**config.mk**
```make
export PLATFORM = sky130hd
export DESIGN_NAME = ones_pattern_gen_flat
export DESIGN_NICKNAME = d
export VERILOG_FILES = /design/src/rtl/ones_pkg.sv /design/src/rtl/ones_pattern_gen_if.sv /design/src/rtl/ones_bit_index.sv /design/src/rtl/ones_pattern_gen.sv /design/src/flat_wrapper.sv
export SDC_FILE = /design/constraint.sdc
export NUM_CORES = 1
export LEC_CHECK = 0
export ABC_AREA = 1
export ABC_CLOCK_PERIOD_IN_PS = 3250
export BUFFER_PORTS_ARGS = -buffer_cell sky130_fd_sc_hd__buf_2
export CAP_MARGIN = 10
export CORE_MARGIN = 2
export CORE_UTILIZATION = 55
export CTS_BUF_LIST = sky130_fd_sc_hd__clkbuf_8
export DETAILED_ROUTE_END_ITERATION = 10
export GPL_ROUTABILITY_DRIVEN = 0
export PLACE_DENSITY = 0.74
export SYNTH_ARGS = -nofsm -noshare
export SYNTH_HDL_FRONTEND = slang
export SYNTH_SLANG_ARGS = --single-unit
```
**constraint.sdc**
```tcl
create_clock -name clk -period 3.25 [get_ports clk]
set_input_delay 0.4875 -clock clk [delete_from_list [all_inputs] [get_ports clk]]
set_output_delay 0.4875 -clock clk [all_outputs]
set_load 0.01 [all_outputs]
```
**src/rtl/ones_pkg.sv**
```systemverilog
// Shared types and defaults for the ones pattern generator and its index counter.
package ones_pkg;

  typedef enum logic [1:0] {
    IDLE  = 2'd0,
    SHIFT = 2'd1,
    DONE  = 2'd2
  } state_e;

  localparam int N_DEF  = 7;
  localparam int CW_DEF = 3;

  // Index width for an N-position counter; never narrower than one bit.
  function automatic int idx_width(input int n);
    return (n > 1) ? $clog2(n) : 1;
  endfunction

  localparam int IW_DEF = idx_width(N_DEF);

endpackage

```
**src/rtl/ones_pattern_gen_if.sv**
```systemverilog
// Request/serial/parallel signal bundle between a pattern requester and ones_pattern_gen.
interface ones_pattern_gen_if #(
  parameter int N  = 7,
  parameter int CW = 3
);

  logic          start;
  logic [CW-1:0] count;
  logic          busy;
  logic          bit_valid;
  logic          bit_out;
  logic          done;
  logic [N-1:0]  word;
  logic [CW-1:0] ones_seen;

  modport master (
    output start,
    output count,
    input  busy,
    input  bit_valid,
    input  bit_out,
    input  done,
    input  word,
    input  ones_seen
  );

  modport slave (
    input  start,
    input  count,
    output busy,
    output bit_valid,
    output bit_out,
    output done,
    output word,
    output ones_seen
  );

endinterface

```
**src/rtl/ones_bit_index.sv**
```systemverilog
// Bit-position counter for the serial pattern: clear, enable, wrap at N-1 with terminal flag.
module ones_bit_index
  import ones_pkg::*;
#(
  parameter int N  = N_DEF,
  parameter int IW = IW_DEF
) (
  input  logic          clk,
  input  logic          rst_n,
  input  logic          clr,
  input  logic          en,
  output logic [IW-1:0] idx,
  output logic [IW-1:0] idx_nxt,
  output logic          tc
);

  logic [IW-1:0] idx_q;
  logic [IW-1:0] idx_d;

  assign tc = (idx_q == IW'(N - 1));

  always_comb begin
    idx_d = idx_q;
    if (clr) begin
      idx_d = '0;
    end else if (en) begin
      idx_d = tc ? '0 : idx_q + IW'(1);
    end
  end

  always_ff @(posedge clk or negedge rst_n) begin
    if (!rst_n) begin
      idx_q <= '0;
    end else begin
      idx_q <= idx_d;
    end
  end

  assign idx     = idx_q;
  assign idx_nxt = idx_d;

endmodule

```
**src/rtl/ones_pattern_gen.sv**
```systemverilog
// Emits an N-bit thermometer word (LSB first) holding the requested number of ones,
// then presents the assembled word with a one-cycle done pulse.
module ones_pattern_gen
  import ones_pkg::*;
#(
  parameter int N  = N_DEF,
  parameter int CW = CW_DEF
) (
  input  logic              clk,
  input  logic              rst_n,
  ones_pattern_gen_if.slave bus
);

  localparam int IW = idx_width(N);

  state_e        state_q, state_d;
  logic [CW-1:0] k_q, k_d;
  logic [CW-1:0] ones_seen_q, ones_seen_d;
  logic [N-1:0]  shift_q, shift_d;
  logic [N-1:0]  word_q, word_d;
  logic          busy_q, busy_d;
  logic          bit_valid_q, bit_valid_d;
  logic          bit_out_q, bit_out_d;
  logic          done_q, done_d;

  logic          idx_clr;
  logic          idx_en;
  logic          idx_tc;
  logic [IW-1:0] idx;
  logic [IW-1:0] idx_nxt;

  assign idx_clr = (state_q == IDLE) && bus.start;
  assign idx_en  = (state_q == SHIFT);

  ones_bit_index #(
    .N  (N),
    .IW (IW)
  ) u_index (
    .clk     (clk),
    .rst_n   (rst_n),
    .clr     (idx_clr),
    .en      (idx_en),
    .idx     (idx),
    .idx_nxt (idx_nxt),
    .tc      (idx_tc)
  );

  // Outputs are computed from next-state values so every port comes straight from a flop.
  always_comb begin
    state_d     = state_q;
    k_d         = k_q;
    ones_seen_d = ones_seen_q;
    shift_d     = shift_q;
    word_d      = word_q;

    unique case (state_q)
      IDLE: begin
        if (bus.start) begin
          state_d     = SHIFT;
          k_d         = (int'(bus.count) > N) ? CW'(N) : bus.count;
          ones_seen_d = '0;
          shift_d     = '0;
        end
      end
      SHIFT: begin
        shift_d[idx] = bit_out_q;
        ones_seen_d  = ones_seen_q + CW'(bit_out_q);
        if (idx_tc) begin
          state_d = DONE;
          word_d  = shift_d;
        end
      end
      DONE: begin
        state_d = IDLE;
      end
      default: begin
        state_d = IDLE;
      end
    endcase

    busy_d      = (state_d != IDLE);
    bit_valid_d = (state_d == SHIFT);
    bit_out_d   = bit_valid_d && (int'(idx_nxt) < int'(k_d));
    done_d      = (state_d == DONE);
  end

  always_ff @(posedge clk or negedge rst_n) begin
    if (!rst_n) begin
      state_q     <= IDLE;
      k_q         <= '0;
      ones_seen_q <= '0;
      shift_q     <= '0;
      word_q      <= '0;
      busy_q      <= 1'b0;
      bit_valid_q <= 1'b0;
      bit_out_q   <= 1'b0;
      done_q      <= 1'b0;
    end else begin
      state_q     <= state_d;
      k_q         <= k_d;
      ones_seen_q <= ones_seen_d;
      shift_q     <= shift_d;
      word_q      <= word_d;
      busy_q      <= busy_d;
      bit_valid_q <= bit_valid_d;
      bit_out_q   <= bit_out_d;
      done_q      <= done_d;
    end
  end

  assign bus.busy      = busy_q;
  assign bus.bit_valid = bit_valid_q;
  assign bus.bit_out   = bit_out_q;
  assign bus.done      = done_q;
  assign bus.word      = word_q;
  assign bus.ones_seen = ones_seen_q;

endmodule

```
**src/flat_wrapper.sv**
```systemverilog
// flat-port wrapper written by rule: the top's interface ports become plain ports
module ones_pattern_gen_flat import ones_pkg::*;
#(
  parameter int N  = N_DEF,
  parameter int CW = CW_DEF
)
  (clk, rst_n, bus_start, bus_count, bus_busy, bus_bit_valid, bus_bit_out, bus_done, bus_word, bus_ones_seen);
  ones_pattern_gen_if #(.N(N), .CW(CW)) bus_i ();
  input  logic clk;
  input  logic rst_n;
  input wire logic [$bits(bus_i.start)-1:0] bus_start;
  input wire logic [$bits(bus_i.count)-1:0] bus_count;
  output wire logic [$bits(bus_i.busy)-1:0] bus_busy;
  output wire logic [$bits(bus_i.bit_valid)-1:0] bus_bit_valid;
  output wire logic [$bits(bus_i.bit_out)-1:0] bus_bit_out;
  output wire logic [$bits(bus_i.done)-1:0] bus_done;
  output wire logic [$bits(bus_i.word)-1:0] bus_word;
  output wire logic [$bits(bus_i.ones_seen)-1:0] bus_ones_seen;
  assign bus_i.start = bus_start;
  assign bus_i.count = bus_count;
  assign bus_busy = bus_i.busy;
  assign bus_bit_valid = bus_i.bit_valid;
  assign bus_bit_out = bus_i.bit_out;
  assign bus_done = bus_i.done;
  assign bus_word = bus_i.word;
  assign bus_ones_seen = bus_i.ones_seen;
  ones_pattern_gen #(.N(N), .CW(CW)) u_core (.clk(clk), .rst_n(rst_n), .bus(bus_i));
endmodule
```
==> reports/qor.yml <==
outcome:
  status: "finished, final reports clean"
power_and_ir_drop:
  combPwrFrac: 0.455
  power_density_nw_per_um2: 1000
  seqPwrFrac: 0.417
  internal_power_mw: 0.820
  peakVddDrop_uv: 697
  pwr-share-clk: 0.128
  swShare: 0.420
  p_leak_nw: 0.745
  switchingPower_mw: 0.593
yosys:
  synthCells: 138
  syn-cell-area_um2: 1260
  synth_top_family_by_area: "simple AND/OR/NAND/NOR gates"
  synth.area.mux_share: 0
  synth_seq_cells: 28
  syn-num-nets: 148
  yosys_warnings: 0
  yosysSeqAreaShare: 0.557
  synth_compound_area_frac: 0.121
  synth.avg_cell_area_um2: 9.11
  synth_cell_types: 20
  netlist.area_leader.share: 0.557
  yosys.area_share.simple: 0.205
  synth-xor-area-share: 0.00697
  synth_area_leaders: "dfrtp_1, nand2_1, nand3_1, o21ai_0, inv_1"
  yosysTopAreaCell: "dfrtp_1"
  synth_fa_ha_area_frac: 0.0398
layout:
  drive_above_1_share: 0.203
  area_delta_synth_final_pct: 12.3
  fill_cells: 194
  num_antenna_cells: 0
  fin_nets: 170
critical_path:
  cp-start-kind: "flip-flop"
  critPathSlowestCell: "dfrtp_1"
  crit_top_cell: "a21oi_1"
  crit_chain: "inv_1 -> nand2_1 -> o21ai_0 -> a21oi_1 -> ha_1 -> a21oi_1 -> nand2_1 -> a21oi_1"
  crit_required_ns: 3.45
  worstSetupPathType: "reg -> reg"
  crit_family: "compound AO/OA/AOI/OAI gates"
  crit_buf_inv: 1
  cp.arrival_ns: 2.04
  path_max_fanout: 15
  critPathMaxStageDelay_ns: 0.40
  critPathCaptureType: "flip-flop"
clock_tree:
  clockRootBuffer: "clkbuf_8"
  cts_buffers: 3
  htreeDepth: 1
  holdBufCountCts: 0
  postCtsSetupRepairBufs: 0
  clkTransAtPathRegs_ns: 0.09
  clk-insertion-delay-late_ns: 0.27
  cts_buffer_depth: 2
  cts-resized-gates: 0
  clock_sinks: 28
  cts_tree: "done"
timing:
  finClkSkew_ns: 0.00350
  fin_tns_setup_ns: 0
  fin_crit_ns: 1.83
  fmaxAchievable_mhz: 546
  max_slew_margin: 0.603
  worst_slack_ns: 1.42
  hold_viol_final: 0
  slew_violations: 0
  setup_violations: 0
  rsz0062_at_grt: "no"
  tightest_slew_ns: 0.595
  fin_crit_sh: 0.564
global_routing:
  grt_max_degree: 29
  antenna_found_initial: 0
  grt_overflow: 0
  grt_usage: 0.197
  grt_pass1_vias: 893
  grt_first_pass_wirelength_um: 3880
die:
  die_height_um: 51.8
  core_area_um2: 2190
  die-area_um2: 2680
  ios: 20
  die_w_um: 51.8
  start_util: 0.574
  rows: 17
route:
  drc_errors: 0
  avgRoutedWirePerCell_um: 11.9
  viasPerCell: 5.09
  firstDrtPassIters: 4
  num_vias: 947
  wl_um: 2210
  drtIter0Drc: 21
  ant_nets: 0
run:
  maxCapViolCount: 0
min_path:
  hold_class: "in -> async"
placed_design:
  dp_slack_ns: 1.31
  hpwl_um: 1670
  port-buffer-count: 19
## worst register-to-register path, stage by stage, from the launching register on
cell	delay (ns)
dfrtp_1	0.40
inv_1	0.08
nand2_1	0.28
o21ai_0	0.26
a21oi_1	0.11
ha_1	0.32
a21oi_1	0.13
nand2_1	0.06
a21oi_1	0.11
## path summary, 6_finish.rpt
kind	cells after the start	endpoint	from	slack, ns
min in group clk	2	u_core.bus.word[6]	u_core.bus.word[6]	0.48
worst min register to register	2	u_core.bus.word[6]	u_core.bus.word[6]	0.48
max in group asynchronous	1	u_core.u_index.idx[0]	rst_n	2.65
worst min-delay path	1	u_core.bus.word[6]	rst_n	0.21
worst max-delay path	8	u_core.bus.bit_out	u_core.state_q[1]	1.42
worst max register to register	8	u_core.bus.bit_out	u_core.state_q[1]	1.42
## cell usage in the layout (no fill, tap or decap), types with 2 or more instances in the layout
cell	instances
a21oi_1	3
buf_2	19
clkbuf_8	3
dfrtp_1	28
ha_1	4
inv_1	17
inv_2	2
nand2_1	33
nand3_1	13
nand4_1	2
nor2_1	4
nor2_4	2
o21ai_0	13
o21ai_1	3
o21ai_2	3
o22ai_1	4
or2_2	2
## routing by layer
metal  GRT usage  share of wire  up-vias
li1            -              -      490
met1       0.265           0.47      435
met2       0.325           0.49       20
met3      0.0259          0.028        2
met4      0.0789          0.010        0
met5           0              0        -
## sequential cells by signal, indices dropped and copies added, names as in the netlist
register and flops:
u_core.bus.bit_out 1, u_core.bus.bit_valid 1, u_core.bus.busy 1, u_core.bus.done 1, u_core.bus.ones_seen 3, u_core.bus.word 7, u_core.k_q 3, u_core.shift_q 6
u_core.state_q 2, u_core.u_index.idx 3
## cells by family (layout without fill, tap and decap cells)
group,after synthesis,count (layout)
compound gates,27,27
xor+xnor,1,1
fa+ha+maj,4,4
buf+inv,21,41
flops,28,28
simple gates,57,57
## through the flow
step | utilization | hold slack [ns] | power (mW) | cells | instance area, um2
floorplan | - | 0.192 | 1.06 | 138 | 1260
global placement | 0.626 | 0.449 | 1.22 | 183 | 1370
detailed placement | 0.626 | 0.456 | 1.25 | 183 | 1370
CTS | 0.645 | 0.232 | 1.43 | 186 | 1410
global route | 0.645 | 0.263 | 1.56 | 186 | 1410
finish | 0.645 | 0.210 | 1.41 | 186 | 1410
## synthesized netlist by cell type
| cell type | number |
|---|---|
| inv_2 | 2 |
| a31oi_1 | 1 |
| ha_1 | 4 |
| o22ai_1 | 4 |
| nand2_1 | 33 |
| inv_1 | 17 |
| nor2_4 | 2 |
| o21ai_0 | 13 |
| or2_2 | 2 |
| buf_6 | 1 |
| o21ai_2 | 3 |
| xnor2_1 | 1 |
| nand4_1 | 2 |
| dfrtp_1 | 28 |
| a21oi_1 | 3 |
| nand2_2 | 1 |
| o21ai_1 | 3 |
| nand3_1 | 13 |
| nor2_1 | 4 |
| buf_2 | 1 |
## power groups by stage
stage / clock network, mW / logic (mW) / registers, mW
finish: 0.181 / 0.643 / 0.589
CTS: 0.187 / 0.651 / 0.591
detailed placement: 0 / 0.647 / 0.599
global placement: 0 / 0.623 / 0.592
floorplan: 0 / 0.437 / 0.619
global route: 0.198 / 0.757 / 0.609
## final cells by class
class / count / area (um2) / share of cell area
tap: 28 / 35.0 / 0.0248
multi-input combinational: 89 / 469 / 0.332
timing repair buffer: 19 / 95.1 / 0.0673
clock buffer: 3 / 41.3 / 0.0292
sequential: 28 / 701 / 0.496
inverter: 19 / 71.3 / 0.0505
Power figures use the tool's default switching activity.
